`src/rtl/key_decoder_pkg.sv`:
```
// Key codes, scan-code set 2 constants and decoder state type shared by the
// PS/2 front end and the game state machine.
package key_decoder_pkg;

  localparam logic [1:0] K_NONE     = 2'b00;
  localparam logic [1:0] K_SPACEBAR = 2'b01;
  localparam logic [1:0] K_LEFT     = 2'b10;
  localparam logic [1:0] K_RIGHT    = 2'b11;

  localparam logic [7:0] SC_EXT   = 8'hE0;
  localparam logic [7:0] SC_BREAK = 8'hF0;
  localparam logic [7:0] SC_SPACE = 8'h29;
  localparam logic [7:0] SC_LEFT  = 8'h6B;
  localparam logic [7:0] SC_RIGHT = 8'h74;

  localparam logic [3:0] BIT_START  = 4'd0;
  localparam logic [3:0] BIT_LAST_D = 4'd8;
  localparam logic [3:0] BIT_PARITY = 4'd9;

  typedef enum logic [1:0] {
    D_IDLE,
    D_EXT,
    D_BREAK,
    D_EXT_BREAK
  } dec_state_t;

  // Start low, stop high, odd parity over data plus parity bit.
  function automatic logic frame_ok(input logic       start_bit,
                                    input logic [7:0] data,
                                    input logic       parity_bit,
                                    input logic       stop_bit);
    return !start_bit && stop_bit && (^{data, parity_bit});
  endfunction

endpackage

```
`src/rtl/key_decoder_ps2_rx.sv`:
```
// PS/2 frame receiver: pin synchronizers, falling-edge detect, 11-bit frame
// capture with start/parity/stop checks and an inter-edge timeout.
module ps2_rx
  import key_decoder_pkg::*;
#(
  parameter int unsigned TIMEOUT_CYCLES = 130_000
) (
  input  logic       clk,
  input  logic       rst,
  input  logic       ps2_clk,
  input  logic       ps2_data,
  output logic [7:0] data_byte,
  output logic       byte_valid,
  output logic       frame_err
);

  localparam int unsigned TW = $clog2(TIMEOUT_CYCLES + 1);

  logic [1:0]    clk_sync;
  logic [1:0]    data_sync;
  logic          clk_dly;
  logic          fall;
  logic [3:0]    bit_cnt;
  logic [7:0]    shreg;
  logic          start_bit;
  logic          parity_bit;
  logic [TW-1:0] tcnt;
  logic          timed_out;

  assign fall      = clk_dly & ~clk_sync[1];
  assign timed_out = (tcnt == TW'(TIMEOUT_CYCLES));

  always_ff @(posedge clk or negedge rst) begin
    if (!rst) begin
      clk_sync  <= '1;
      data_sync <= '1;
      clk_dly   <= 1'b1;
    end else begin
      clk_sync  <= {clk_sync[0], ps2_clk};
      data_sync <= {data_sync[0], ps2_data};
      clk_dly   <= clk_sync[1];
    end
  end

  // Saturates at the limit so an idle line does not wrap and re-trigger.
  always_ff @(posedge clk or negedge rst) begin
    if (!rst) begin
      tcnt <= '0;
    end else if (fall) begin
      tcnt <= '0;
    end else if (!timed_out) begin
      tcnt <= tcnt + TW'(1);
    end
  end

  always_ff @(posedge clk or negedge rst) begin
    if (!rst) begin
      bit_cnt    <= '0;
      shreg      <= '0;
      start_bit  <= 1'b0;
      parity_bit <= 1'b0;
      data_byte  <= '0;
      byte_valid <= 1'b0;
      frame_err  <= 1'b0;
    end else begin
      byte_valid <= 1'b0;
      frame_err  <= 1'b0;
      if (fall) begin
        if (bit_cnt == BIT_START) begin
          start_bit <= data_sync[1];
          bit_cnt   <= bit_cnt + 4'd1;
        end else if (bit_cnt <= BIT_LAST_D) begin
          shreg   <= {data_sync[1], shreg[7:1]};
          bit_cnt <= bit_cnt + 4'd1;
        end else if (bit_cnt == BIT_PARITY) begin
          parity_bit <= data_sync[1];
          bit_cnt    <= bit_cnt + 4'd1;
        end else begin
          bit_cnt <= '0;
          if (frame_ok(start_bit, shreg, parity_bit, data_sync[1])) begin
            data_byte  <= shreg;
            byte_valid <= 1'b1;
          end else begin
            frame_err <= 1'b1;
          end
        end
      end else if (timed_out && bit_cnt != BIT_START) begin
        bit_cnt   <= '0;
        frame_err <= 1'b1;
      end
    end
  end

endmodule

```
`src/rtl/key_decoder.sv`:
```
// Scan-code set 2 decoder for Spacebar / Left / Right: one key pulse per
// physical press, typematic repeats suppressed by per-key held flags.
module key_decoder
  import key_decoder_pkg::*;
#(
  parameter int unsigned TIMEOUT_CYCLES = 130_000
) (
  input  logic       clk,
  input  logic       rst,
  input  logic       ps2_clk,
  input  logic       ps2_data,
  output logic [1:0] key,
  output logic       frame_err
);

  logic [7:0] data_byte;
  logic       byte_valid;
  dec_state_t state;
  logic       held_space;
  logic       held_left;
  logic       held_right;

  ps2_rx #(
    .TIMEOUT_CYCLES(TIMEOUT_CYCLES)
  ) u_rx (
    .clk       (clk),
    .rst       (rst),
    .ps2_clk   (ps2_clk),
    .ps2_data  (ps2_data),
    .data_byte (data_byte),
    .byte_valid(byte_valid),
    .frame_err (frame_err)
  );

  always_ff @(posedge clk or negedge rst) begin
    if (!rst) begin
      state      <= D_IDLE;
      key        <= K_NONE;
      held_space <= 1'b0;
      held_left  <= 1'b0;
      held_right <= 1'b0;
    end else begin
      key <= K_NONE;
      // A dropped frame breaks any prefix sequence; held flags survive it.
      if (frame_err) begin
        state <= D_IDLE;
      end else if (byte_valid) begin
        case (state)
          D_IDLE: begin
            if (data_byte == SC_EXT) begin
              state <= D_EXT;
            end else if (data_byte == SC_BREAK) begin
              state <= D_BREAK;
            end else if (data_byte == SC_SPACE && !held_space) begin
              held_space <= 1'b1;
              key        <= K_SPACEBAR;
            end
          end
          D_EXT: begin
            if (data_byte == SC_BREAK) begin
              state <= D_EXT_BREAK;
            end else if (data_byte == SC_EXT) begin
              state <= D_EXT;
            end else begin
              state <= D_IDLE;
              if (data_byte == SC_LEFT && !held_left) begin
                held_left <= 1'b1;
                key       <= K_LEFT;
              end else if (data_byte == SC_RIGHT && !held_right) begin
                held_right <= 1'b1;
                key        <= K_RIGHT;
              end
            end
          end
          D_BREAK: begin
            if (data_byte == SC_SPACE) held_space <= 1'b0;
            state <= D_IDLE;
          end
          D_EXT_BREAK: begin
            if (data_byte == SC_LEFT)  held_left  <= 1'b0;
            if (data_byte == SC_RIGHT) held_right <= 1'b0;
            state <= D_IDLE;
          end
          default: state <= D_IDLE;
        endcase
      end
    end
  end

endmodule

```
`config.mk`:
```
export PLATFORM = sky130hd
export DESIGN_NAME = key_decoder
export DESIGN_NICKNAME = d
export VERILOG_FILES = /design/src/rtl/key_decoder_pkg.sv /design/src/rtl/key_decoder_ps2_rx.sv /design/src/rtl/key_decoder.sv
export SDC_FILE = /design/constraint.sdc
export NUM_CORES = 1
export LEC_CHECK = 0
export ABC_AREA = 0
export BUFFER_PORTS_ARGS = -buffer_cell sky130_fd_sc_hd__buf_2
export CORE_ASPECT_RATIO = 2
export CORE_MARGIN = 5
export CORE_UTILIZATION = 52
export CTS_CLUSTER_DIAMETER = 80
export CTS_CLUSTER_SIZE = 12
export DETAILED_ROUTE_END_ITERATION = 10
export GPL_TIMING_DRIVEN = 0
export HOLD_SLACK_MARGIN = 0.03
export PLACE_DENSITY_LB_ADDON = 0.25
export SETUP_SLACK_MARGIN = 0.02
export SLEW_MARGIN = 0
export SYNTH_ARGS = -nofsm -noshare
export SYNTH_HDL_FRONTEND = slang
export SYNTH_SLANG_ARGS = --single-unit
```
`constraint.sdc`:
```
create_clock -name clk -period 2.4 [get_ports clk]
set_input_delay 0.48 -clock clk [delete_from_list [all_inputs] [get_ports clk]]
set_output_delay 0.48 -clock clk [all_outputs]
set_load 0.05 [all_outputs]
```
==> Yosys cells after proc, flatten, opt, wreduce, memory -nomap -nowiden <==
Index checks and enable logic that the tools add are counted.
{ "op_classes": {"n_lt_le_gt_ge": 1, "n_addsub": 2, "mux": 51, "n_eq_ne": 23, "bitwise": 6, "n_reduce_logical": 27} }
{ "ops": {"columns": ["op", "n"], "rows": [
  ["$mux 17", 2],
  ["$mux 1", 28],
  ["$mux 2", 11],
  ["$ne 2x2->1 const B", 11],
  ["$mux 4", 5],
  ["$add 17x1->17 const B", 1],
  ["$eq 17x17->1 const B", 1],
  ["$eq 8x7->1 const B", 2],
  ["$eq 8x8->1 const B", 2],
  ["$reduce_and 7->1", 2],
  ["$reduce_xor 9->1", 1],
  ["$eq 8x6->1 const B", 1],
  ["$reduce_and 8->1", 1],
  ["$reduce_bool 2->1", 4],
  ["$logic_and 1x1->1", 6],
  ["$pmux 1 s2", 3],
  ["$pmux 2 s3", 1],
  ["$not 1->1", 5],
  ["$reduce_and 5->1", 1],
  ["$add 4x1->4 const B", 1],
  ["$eq 2x2->1 const B", 2],
  ["$eq 4x4->1 const B", 1],
  ["$le 4x4->1 const B", 1],
  ["$logic_not 1->1", 4],
  ["other kinds (12)", 13]
]} }
{ "totals": {"input_bits": 4, "elab_cells": 126, "register_bits": 53, "output_inout_bits": 3} }

==> Logic depth before layout (Yosys ltp) <==
Gate-level depths: netlist of the first run.
{ "logic_depth": {"depth_word": 9, "depth_mapped": 6, "depth_no_buf": 6} }

==> Hierarchy <==
A second synthesis of the first run with hierarchy kept.
{ "unflattened": {"cells_unflattened": 223, "area_unflattened_um2": 2591.2} }
{ "modules_own_cells": {"columns": ["mod", "area_per_inst_um2", "instances", "cells_per_inst", "seq_area_each_um2"], "rows": [
  ["ps2_rx", 2159.6, 1, 184, 1157.4],
  ["key_decoder", 431.7, 1, 39, 175.2]
]} }

==> Worst setup path before layout of the first run <==
Ideal clock, no wire load.
{ "synth_timing": {"kind": "register to register", "from": "reg u_rx.data_sync[1]", "to": "reg u_rx.data_byte[0]", "setup_ns": 0.125, "path_buffers": 0, "arrival_ns": 1.755, "required_ns": 2.275, "setup_slack_ns": 0.521, "synth_period_minus_slack_ns": 1.879, "stages_incl_launch_ff": 5, "path_cell_list": "dfstp_2 > nor4bb_1 > nand4b_1 > mux2i_4 > mux2_2"} }
{ "synth_between": {"elab_chain_len": 3} }
{ "synth_rtl": {"columns": ["element", "line_no", "text"], "rows": [
  ["from (decl)", "key_decoder_ps2_rx.sv:20", "logic [1:0] data_sync;"],
  ["from (signal assigned)", "key_decoder_ps2_rx.sv:40", "data_sync <= {data_sync[0], ps2_data};"],
  ["$logic_and 1x1->1 (2 in a row)", "key_decoder_pkg.sv:32", "return !start_bit && stop_bit && (^{data, parity_bit});"],
  ["$reduce_and 5->1 (no line)", null, null],
  ["to (signal assigned)", "key_decoder_ps2_rx.sv:81", "data_byte <= shreg;"],
  ["to (decl)", "key_decoder_ps2_rx.sv:12", "output logic [7:0] data_byte,"]
]} }
Every way passes these cells.
A chain may end at the register's enable or synchronous reset.

==> Final worst setup path of the first run <==
Same ends and word-level chain as after synthesis.

==> out/metrics.csv, run 1 <==
stage;metric;value;unit
run_status;outcome;finished clean;
synth;yosysSeqAreaShare;51.9;%
floorplanning;num_rows;36;
place;dp_cells;289;
setup_path;r2r_start;u_rx.data_sync[1];
global_route;grt_antenna_before_repair;0;
floorplanning;fp.dieArea;6530;um^2
synth;synth_area;2570;um^2
place;io_buffers;6;
cts;cts_resized;0;
drt;wirelength;4720;um
setup_path;path_max_fanout;9;
power_and_ir_drop;powerDensity;976;nW/um^2
global_route;grt_max_degree;54;
synth;synthFlopType;dfrtp_1;
synth;syn_avg_cell_area;11.4;um^2
power_and_ir_drop;p_leak;1.21;nW
cts;root_buffer;clkbuf_8;
cts;htreeDepth;2;
floorplanning;die_h;109;um
global_route;grt_pass1_vias;1791;
synth;synth_cell_types;44;
global_route;overflow;0;
synth;syn_nets;235;
synth;synth_area_leader_cell;dfrtp_1;
cts;clock_latency;0.30;ns
cts;numClockSinks;53;
sta;max_freq;468;MHz
synth;yosys.cell_count.top_type;dfrtp_1;
cts;clkTransAtPathRegs;0.09;ns
floorplanning;die_w;59.7;um
global_route;grt_pass1_wl;8140;um
cts;cts_buffers;5;
flow_run;drv_cap;0;
place;dpl.hpwl;3540;um
sta;finalClockSkew;0.00371;ns
synth;async_flop_share;100;%
drt;drt_drc_violations_left;0;
setup_path;worst_setup_path_end_kind;flip-flop;
place;place_congestion;0.816;
sta;tns;0;ns
cells_and_area;drive_above_1_share;19.6;%
setup_path;start_kind;flip-flop;
synth;synth_warnings;0;
cells_and_area;diodes;0;
synth;synth_enable_flop_cells;0;
cts;ctsHoldBuffers;0;
drt;routedWlPerCell;15.9;um
sta;finalCritPeriodShare;89.0;%
cells_and_area;area_growth;8.48;%
floorplanning;start_util;53.2;%
setup_path;worstPathArrival;2.33;ns
drt;via_count;1711;
synth;synth_area_leaders;dfrtp_1, mux2_2, dfstp_2;
drt;avgViaCountPerCell;5.76;
cts;cts_setup_buffers;0;
setup_path;startpoint;u_rx.data_sync[1];
drt;dr.pass1.iters;4;
cells_and_area;final_cells;297;
power_and_ir_drop;vdd_drop_max;0.672;mV
worst_hold_path;hold_path_class;input pin to flip-flop;
sta;setup_violations;0;
cells_and_area;fill_cells;417;
sta;relSlewSlack;23.6;%
drt;first_iter_violations;41;
drt;final_antenna_net_count;0;
synth;synthCells;226;
sta;rsz0062_at_grt;no;
sta;drv_slew;0;
worst_hold_path;min-delay-start;ps2_data;
global_route;grt_use_total;16.6;%
sta;tightest_slew;1.15;ns
synth;yosysTopAreaCellShare;46.8;%
sta;final_hold_viol_count;0;
setup_path;worst-endpoint-required;2.59;ns
cts;cts_tree;yes;
cells_and_area;regArea;1330;um^2
synth;ys_ff_latch;53;
sta;fin_crit;2.14;ns
setup_path;crit_type;flip-flop to flip-flop;
floorplanning;coreArea;4820;um^2
synth;yosys-top-cells-count;dfrtp_1, mux2_2, nand2_1, a21oi_1, nand4_1;
cells_and_area;num-nets-final;248;
cells_and_area;multi_input_area;1180;um^2
cts;clockBufferDepth;2;
floorplanning;num_io_pins;7;
==> per-stage QoR <==
| stage | power, mW | cell area, um^2 | worst slack, ns | hold WS (ns) | utilization, % |
|---|---|---|---|---|---|
| after floorplan | 1.94 | 2570 | 0.521 | 0.184 | - |
| after global placement | 2.10 | 2670 | 0.322 | 0.346 | 55.3 |
| after detailed placement | 2.13 | 2670 | 0.272 | 0.349 | 55.3 |
| after CTS | 2.76 | 2780 | 0.256 | 0.255 | 57.8 |
| after global routing | 2.90 | 2780 | 0.171 | 0.253 | 57.8 |
| final | 2.72 | 2780 | 0.264 | 0.270 | 57.8 |
==> flip-flops by register name, summed over array words and instances, names as in the netlist, 2 cells and up <==
register / flops
key: 2
state: 2
u_rx.bit_cnt: 4
u_rx.clk_sync: 2
u_rx.data_byte: 8
u_rx.data_sync: 2
u_rx.shreg: 8
u_rx.tcnt: 17
==> layout by cell type, fill, tap and decap left out, types with 2 or more instances in the layout <==
cell,Yosys,layout
dfrtp_1,48,48
and3_1,4,4
a21oi_1,12,12
nand3_1,9,9
a31oi_1,2,2
nand4_1,10,10
or4_1,3,3
nand2b_1,3,3
nor4bb_1,3,3
mux2_2,19,19
nor2b_1,7,7
o21ai_0,9,9
a211oi_1,2,2
clkbuf_8,0,6
clkbuf_1,2,3
xnor3_2,2,2
dfstp_2,5,5
xnor2_1,4,4
nand2_1,13,13
xor2_1,8,8
nor3_1,7,7
nor2_1,9,9
inv_1,9,9
buf_2,0,6
and2_1,3,3
and4_1,3,3
or3_1,3,3
ha_1,5,5
o31ai_1,5,5
==> worst paths after layout <==
kind                                      to  slack (ns)  cells after the start
min reg2reg                 u_rx.clk_sync[1]        0.36                      0
min in group asynchronous             key[0]        0.40                      1
max reg2reg                u_rx.data_byte[0]        0.26                      4
max                        u_rx.data_byte[0]        0.26                      4
max in group asynchronous       u_rx.tcnt[3]        1.30                      1
min                        u_rx.data_sync[0]        0.27                      1
==> layer usage <==
| metal | routed length, um | track usage (%) |
|---|---|---|
| met5 | 0 | 0 |
| met4 | 146 | 7.61 |
| met2 | 2750 | 31.7 |
| met3 | 119 | 2.47 |
| met1 | 1700 | 16.6 |
==> area by class of cell <==
cell class | instances | area share, %
sequential | 53 | 47.9
multi-input combinational | 161 | 42.6
clock buffer | 7 | 3.10
tap | 57 | 2.56
inverter | 9 | 1.21
clock inverter | 1 | 1.08
timing repair buffer | 6 | 1.08
buffer | 3 | 0.539
==> power breakdown <==
group	total (mW)	leakage, nW	internal, mW	switching [mW]
combinational	0.816	0.453	0.469	0.347
sequential	1.29	0.695	1.08	0.205
clock	0.615	0.0585	0.340	0.275
==> logic make-up (layout without fill, tap and decap cells) <==
| family | count (synthesis) | in the layout | synth area share, % |
|---|---|---|---|
| buf+inv | 12 | 26 | 1.90 |
| mux | 20 | 20 | 9.22 |
| fa+ha+maj | 5 | 5 | 2.44 |
| simple gates | 84 | 84 | 19.4 |
| xor+xnor | 14 | 14 | 5.95 |
| compound gates | 38 | 38 | 9.17 |
| flops | 53 | 53 | 51.9 |
==> critical path, stage by stage, from the launching register on <==
cell and delay [ns]:
dfstp_2 0.57, nor4bb_1 0.48, nand4b_1 0.23, mux2i_4 0.37, mux2_2 0.38
No activity file was read; power rests on OpenSTA's default activity.
==> run 2, diff against run 1 <==
--- a/config.mk
+++ b/config.mk
@@ -16,8 +16,11 @@
 export GPL_TIMING_DRIVEN = 0
 export HOLD_SLACK_MARGIN = 0.03
 export PLACE_DENSITY_LB_ADDON = 0.25
+export RECOVER_POWER = 25
 export SETUP_SLACK_MARGIN = 0.02
+export SKIP_CTS_REPAIR_TIMING = 1
 export SLEW_MARGIN = 0
 export SYNTH_ARGS = -nofsm -noshare
 export SYNTH_HDL_FRONTEND = slang
+export SYNTH_HIERARCHICAL = 1
 export SYNTH_SLANG_ARGS = --single-unit
==> run 2 against run 1 <==
Die area grew 0.84%; sequential power about the same; core utilization decreased by 0.33 points; count of clock-buffer cells in the layout did not move; final cell count decreased by 1.0%; worst hold slack worse by 0.0083 ns; setup slack worse by 0.11 ns; non-clock buffer count unchanged; total power fell by 0.76%; sequential share of layout area decreased by 0.17 points; routed wire length is 9.5% higher; global-route usage rose by 2.0 points.
==> out/metrics.csv, run 2 <==
stage;metric;value;unit;change
synth;synth_area_leader_cell;dfrtp_1;;unchanged
drt;avgViaCountPerCell;6.00;;was 5.76
setup_path;crit_cells;4;;unchanged
cts;cts_buffers;5;;unchanged
sta;finalClockSkew;0.00878;ns;was 0.00371 ns
sta;relSlewSlack;13.7;%;was 23.6%
power_and_ir_drop;internal_power;1.83;mW;was 1.89 mW
cells_and_area;fin_area;2790;um^2;was 2780 um^2
synth;syn_nets;232;;was 235
sta;setup_ws;0.156;ns;was 0.264 ns
global_route;grt_use_total;18.5;%;was 16.6%
drt;dr.pass1.iters;4;;unchanged
synth;yosysSeqAreaShare;51.4;%;was 51.9%
setup_path;worst_setup_path_end_kind;flip-flop;;unchanged
power_and_ir_drop;combPwrFrac;30.9;%;was 30.0%
sta;tns;0;ns;unchanged
synth;yosys-top-cells-count;dfrtp_1, mux2_2, nand3_1, a21oi_1;;was dfrtp_1, mux2_2, nand2_1, a21oi_1, nand4_1
setup_path;r2r_start;u_rx/data_sync[1];;was u_rx.data_sync[1]
sta;setup_violations;0;;unchanged
place;place_congestion;0.772;;was 0.816
synth;synthFlopType;dfrtp_1;;unchanged
setup_path;endpoint;u_rx/data_byte[4];;was u_rx.data_byte[0]
power_and_ir_drop;powerDensity;965;nW/um^2;was 976 nW/um^2
power_and_ir_drop;clkPwrFrac;20.1;%;was 22.6%
synth;synth_enable_flop_cells;0;;unchanged
global_route;grt_max_degree;54;;unchanged
synth;synth_area;2590;um^2;was 2570 um^2
drt;via_count;1764;;was 1711
cells_and_area;largest_reg_flops;17;;unchanged
drt;wirelength;5170;um;was 4720 um
floorplanning;coreArea;4860;um^2;was 4820 um^2
floorplanning;num_rows;36;;unchanged
place;dpl.hpwl;3830;um;was 3540 um
cells_and_area;final_cells;294;;was 297
sta;drv_slew;0;;unchanged
setup_path;crit_type;flip-flop to flip-flop;;unchanged
drt;final_antenna_net_count;0;;unchanged
drt;first_iter_violations;76;;was 41
synth;async_flop_share;100;%;unchanged
setup_path;reg2reg_slack;0.16;ns;was 0.26 ns
power_and_ir_drop;vdd_drop_max;0.690;mV;was 0.672 mV
setup_path;worst-endpoint-required;2.59;ns;about the same
worst_hold_path;min-delay-start;ps2_clk;;was ps2_data
power_and_ir_drop;p_sw;0.872;mW;was 0.827 mW
cts;numClockSinks;53;;unchanged
place;io_buffers;6;;unchanged
setup_path;cp_slowest_cell;dfstp_2;;unchanged
cells_and_area;drive_above_1_share;20.3;%;was 19.6%
sta;max_freq;446;MHz;was 468 MHz
global_route;grt_antenna_before_repair;0;;unchanged
cells_and_area;mostFrequentLayoutCell;dfrtp_1;;unchanged
synth;syn_avg_cell_area;11.6;um^2;was 11.4 um^2
floorplanning;num_io_pins;7;;unchanged
floorplanning;die_w;59.9;um;was 59.7 um
synth;synthCells;223;;was 226
worst_hold_path;hold_path_class;input pin to flip-flop;;unchanged
power_and_ir_drop;seqPwrFrac;49.0;%;was 47.3%
flow_run;drv_cap;0;;unchanged
cells_and_area;top_register;u_rx/tcnt;;was u_rx.tcnt
setup_path;crit_buf_inv;0;;unchanged
cts;clock_latency;0.31;ns;was 0.30 ns
synth;yosysTopAreaCellShare;46.4;%;was 46.8%
synth;synth_cell_types;51;;was 44
floorplanning;start_util;53.3;%;was 53.2%
setup_path;rr_endpoint;u_rx/data_byte[4];;was u_rx.data_byte[0]
power_and_ir_drop;p_leak;1.22;nW;was 1.21 nW
cts;root_buffer;clkbuf_8;;unchanged
synth;synth_warnings;6;;was 0
run_status;outcome;finished clean;;unchanged
cells_and_area;reg_top3;u_rx/tcnt x17, u_rx/data_byte x8, u_rx/shreg x8;;was u_rx.tcnt x17, u_rx.data_byte x8, u_rx.shreg x8
cts;cts_tree;yes;;unchanged
cells_and_area;final_cell_mix;dfrtp_1, mux2_2, nand3_1, a21oi_1;;was dfrtp_1, mux2_2, nand2_1, a21oi_1, nand4_1
setup_path;cp_cell_sequence;nor4bb_1 -> nand4b_1 -> mux2i_4 -> mux2_2;;unchanged
cts;clkTransAtPathRegs;0.09;ns;about the same
global_route;overflow;0;;unchanged
setup_path;crit_family;simple AND/OR/NAND/NOR gates;;was multiplexers
drt;routedWlPerCell;17.6;um;was 15.9 um
place;placed_cell_area;2690;um^2;was 2670 um^2
setup_path;startpoint;u_rx/data_sync[1];;was u_rx.data_sync[1]
sta;tightest_slew;1.30;ns;was 1.15 ns
cts;clockBufferDepth;2;;unchanged
cells_and_area;fill_cells;443;;was 417
setup_path;reg2reg_depth;4;;unchanged
sta;rsz0062_at_grt;no;;unchanged
drt;drt_drc_violations_left;0;;unchanged
synth;yosys.cell_count.top_type;dfrtp_1;;unchanged
global_route;grt_pass1_vias;1885;;was 1791
sta;finalCritPeriodShare;93.5;%;was 89.0%
synth;synth_area_leaders;dfrtp_1, mux2_2, dfstp_2;;unchanged
floorplanning;fp.dieArea;6580;um^2;was 6530 um^2
setup_path;slowest_delay;0.56;ns;was 0.57 ns
place;dp_cells;286;;was 289
cells_and_area;num-nets-final;245;;was 248
floorplanning;die_h;110;um;was 109 um
sta;final_hold_viol_count;0;;unchanged
setup_path;start_kind;flip-flop;;unchanged
sta;fin_crit;2.24;ns;was 2.14 ns
global_route;grt_pass1_wl;9030;um;was 8140 um
synth;ys_ff_latch;53;;unchanged
place;pre_cts_slack;0.154;ns;was 0.272 ns
setup_path;worstPathArrival;2.44;ns;was 2.33 ns
cts;htreeDepth;2;;unchanged
cells_and_area;area_growth;7.82;%;was 8.48%
cells_and_area;diodes;0;;unchanged
power_and_ir_drop;power_switching_share;32.3;%;was 30.4%
setup_path;path_max_fanout;9;;unchanged
==> run 2: area by class of cell <==
class,instances,area (um^2),area share (%)
sequential,53,1330,47.7
multi-input combinational,158,1210,43.2
clock buffer,7,96.3,3.45
tap,57,71.3,2.55
inverter,9,33.8,1.21
timing repair buffer,6,30.0,1.07
buffer,3,18.8,0.672
clock inverter,1,5.00,0.179
==> run 2: logic make-up after synthesis <==
| family | Yosys count | synth area share, % |
|---|---|---|
| adder cells (fa/ha/maj) | 5 | 2.41 |
| AND/OR/NAND/NOR | 82 | 19.3 |
| AO/OA/AOI/OAI | 36 | 9.42 |
| XOR/XNOR | 14 | 5.89 |
| buffers and inverters | 12 | 2.03 |
| flip-flops | 53 | 51.4 |
| multiplexers | 21 | 9.51 |
==> run 2: power groups by stage <==
stage	Combinational, mW	Clock, mW	Sequential (mW)
after floorplan	0.708	0	1.26
after global placement	0.803	0	1.32
after detailed placement	0.829	0	1.34
after CTS	0.839	0.564	1.32
after global routing	0.933	0.597	1.35
final	0.834	0.541	1.32
==> run 2: worst min path at each step <==
stage               slack, ns  depth (start not counted)           endpoint
floorplan                0.18                          0          held_left
global placement         0.35                          0  u_rx/data_sync[1]
detailed placement       0.35                          0   u_rx/clk_sync[1]
CTS                      0.24                          1   u_rx/clk_sync[0]
global route             0.24                          1   u_rx/clk_sync[0]
finish                   0.26                          1   u_rx/clk_sync[0]
==> run 2: per-layer routing <==
metal  wire, um  GRT usage [%]  vias to the layer above
met5          0              0                        -
met2       3060           35.2                       31
met1       1800           17.7                      877
met3         99           3.06                       15
met4        214           10.3                        0
li1           -              -                      841
==> run 2: per-stage QoR <==
step	power (mW)	util [%]	hold slack, ns
after global routing	2.88	57.4	0.241
after floorplan	1.97	-	0.184
after global placement	2.13	55.3	0.345
after detailed placement	2.17	55.3	0.347
final	2.70	57.4	0.262
after CTS	2.72	57.4	0.242
==> run 3, diff against run 2 <==
--- a/config.mk
+++ b/config.mk
@@ -5,11 +5,10 @@
 export SDC_FILE = /design/constraint.sdc
 export NUM_CORES = 1
 export LEC_CHECK = 0
-export ABC_AREA = 0
 export BUFFER_PORTS_ARGS = -buffer_cell sky130_fd_sc_hd__buf_2
 export CORE_ASPECT_RATIO = 2
 export CORE_MARGIN = 5
-export CORE_UTILIZATION = 52
+export CORE_UTILIZATION = 42
 export CTS_CLUSTER_DIAMETER = 80
 export CTS_CLUSTER_SIZE = 12
 export DETAILED_ROUTE_END_ITERATION = 10
@@ -17,6 +16,7 @@
 export HOLD_SLACK_MARGIN = 0.03
 export PLACE_DENSITY_LB_ADDON = 0.25
 export RECOVER_POWER = 25
+export REMOVE_ABC_BUFFERS = 1
 export SETUP_SLACK_MARGIN = 0.02
 export SKIP_CTS_REPAIR_TIMING = 1
 export SLEW_MARGIN = 0
==> run 3 against run 2 <==
Final area up 1.4%; setup slack better by 0.092 ns; final cell count up 1.0%; critical path depth unchanged; via count down 1.6%; non-clock buffer count down 3; maximum frequency up 4.3%; die area up 21%; global-route usage down 4.7 points; register-to-register slack better by 0.09 ns; critical path type unchanged.
==> out/metrics.csv, run 3 (synthesis gave the netlist of run 2 again) <==
stage;metric;value;unit;change
run_status;outcome;finished clean;;unchanged
drt;via_count;1736;;was 1764
sta;relSlewSlack;13.5;%;was 13.7%
drt;avgViaCountPerCell;5.85;;was 6.00
setup_path;worst-endpoint-required;2.58;ns;was 2.59 ns
power_and_ir_drop;powerDensity;1000;nW/um^2;was 965 nW/um^2
setup_path;crit_family;multiplexers;;was simple AND/OR/NAND/NOR gates
cells_and_area;diodes;0;;unchanged
cells_and_area;reg_top3;u_rx/tcnt x17, u_rx/data_byte x8, u_rx/shreg x8;;unchanged
sta;setup_violations;0;;unchanged
sta;max_freq;465;MHz;was 446 MHz
cts;cts_buffers;5;;unchanged
global_route;grt_max_degree;54;;unchanged
cts;root_buffer;clkbuf_16;;was clkbuf_8
drt;dr.pass1.iters;4;;unchanged
sta;fin_crit;2.15;ns;was 2.24 ns
setup_path;crit_buf_inv;0;;unchanged
setup_path;worstPathArrival;2.33;ns;was 2.44 ns
floorplanning;start_util;43.1;%;was 53.3%
drt;routedWlPerCell;16.1;um;was 17.6 um
floorplanning;die_w;65.5;um;was 59.9 um
place;place_congestion;0.806;;was 0.772
sta;tightest_slew;1.30;ns;about the same
floorplanning;num_rows;40;;was 36
flow_run;drv_cap;0;;unchanged
setup_path;crit_type;flip-flop to flip-flop;;unchanged
place;dpl.hpwl;3410;um;was 3830 um
cts;clockBufferDepth;2;;unchanged
cts;numClockSinks;53;;unchanged
sta;drv_slew;0;;unchanged
drt;dr_wl_met3;105;um;was 99 um
global_route;grt_pass1_vias;1840;;was 1885
floorplanning;fp.dieArea;7940;um^2;was 6580 um^2
cts;htreeDepth;2;;unchanged
sta;hold_ws;0.287;ns;was 0.262 ns
drt;first_iter_violations;64;;was 76
floorplanning;die_h;121;um;was 110 um
floorplanning;coreArea;6010;um^2;was 4860 um^2
cells_and_area;num-nets-final;242;;was 245
setup_path;cp_cell_sequence;nor4bb_1 -> nand4b_1 -> mux2i_4 -> mux2_2;;unchanged
setup_path;reg2reg_slack;0.25;ns;was 0.16 ns
setup_path;cp_slowest_cell;dfstp_2;;unchanged
cells_and_area;mostFrequentLayoutCell;dfrtp_1;;unchanged
drt;wl_met1;1900;um;was 1800 um
drt;drt_drc_violations_left;0;;unchanged
drt;wl_met2;2630;um;was 3060 um
place;placed_cell_area;2680;um^2;was 2690 um^2
sta;rsz0062_at_grt;no;;unchanged
sta;finalCritPeriodShare;89.6;%;was 93.5%
cells_and_area;largest_reg_flops;17;;unchanged
cts;cts_tree;yes;;unchanged
place;io_buffers;6;;unchanged
setup_path;worst_setup_path_end_kind;flip-flop;;unchanged
drt;highest_layer;met4;;unchanged
setup_path;path_max_fanout;9;;unchanged
setup_path;start_kind;flip-flop;;unchanged
sta;finalClockSkew;0.00581;ns;was 0.00878 ns
cells_and_area;drive_above_1_share;18.4;%;was 20.3%
floorplanning;num_io_pins;7;;unchanged
power_and_ir_drop;vdd_drop_max;0.642;mV;was 0.690 mV
cts;clock_latency;0.29;ns;was 0.31 ns
cells_and_area;fin_area;2830;um^2;was 2790 um^2
cells_and_area;area_growth;9.32;%;was 7.82%
global_route;grt_antenna_before_repair;0;;unchanged
cells_and_area;top_register;u_rx/tcnt;;unchanged
sta;final_hold_viol_count;0;;unchanged
cells_and_area;final_cell_mix;dfrtp_1, mux2_2, nand3_1, a21oi_1;;unchanged
global_route;grt_use_total;13.8;%;was 18.5%
setup_path;slowest_delay;0.55;ns;was 0.56 ns
drt;final_antenna_net_count;0;;unchanged
power_and_ir_drop;p_leak;1.23;nW;was 1.22 nW
global_route;overflow;0;;unchanged
cts;clkTransAtPathRegs;0.06;ns;was 0.09 ns
drt;wirelength;4780;um;was 5170 um
worst_hold_path;hold_path_class;input pin to flip-flop;;unchanged
global_route;grt_pass1_wl;8380;um;was 9030 um
-- run 3: cell count changes in the layout (fill, tap and decap cells not counted), sizes merged --
cell	delta
buf	-4
clkbuf	+2
clkinv	-1
-- run 3: path summary, 6_finish.rpt --
path / start / cells past startpoint / endpoint
max: u_rx/data_sync[1] / 4 / u_rx/data_byte[5]
min: ps2_clk / 1 / u_rx/clk_sync[0]
max reg2reg: u_rx/data_sync[1] / 4 / u_rx/data_byte[5]
min reg2reg: u_rx/data_sync[0] / 0 / u_rx/data_sync[1]
max in group asynchronous: rst / 1 / u_rx/tcnt[10]
min in group asynchronous: rst / 1 / key[0]
-- run 3: cell type report --
cell class,count,area (um^2)
repair buffers,6,27.5
flip-flops and latches,53,1330
multi-input cells,158,1210
fillers,566,3170
well taps,63,78.8
clock buffers,8,146
inverters,9,33.8
-- run 3: power breakdown --
| part | internal (mW) | switching [mW] |
|---|---|---|
| registers | 1.08 | 0.230 |
| clock network | 0.417 | 0.315 |
| logic | 0.469 | 0.331 |
| total | 1.97 | 0.876 |
-- run 3: stage by stage --
step	setup slack (ns)	total power, mW	TNS [ns]	cells	util, %
after floorplan	0.233	1.95	0	220	-
after global placement	-0.477	2.11	-3.82	289	44.6
after detailed placement	-0.471	2.14	-3.73	289	44.6
after CTS	-0.499	2.88	-3.98	297	47.1
after global routing	0.100	3.01	0	297	47.2
final	0.249	2.84	0	297	47.2
-- run 3: metal layers --
| metal | vias up | GRT usage [%] |
|---|---|---|
| li1 | 846 | - |
| met2 | 17 | 24.8 |
| met1 | 862 | 14.1 |
| met3 | 11 | 2.69 |
| met5 | - | 0 |
| met4 | 0 | 8.83 |
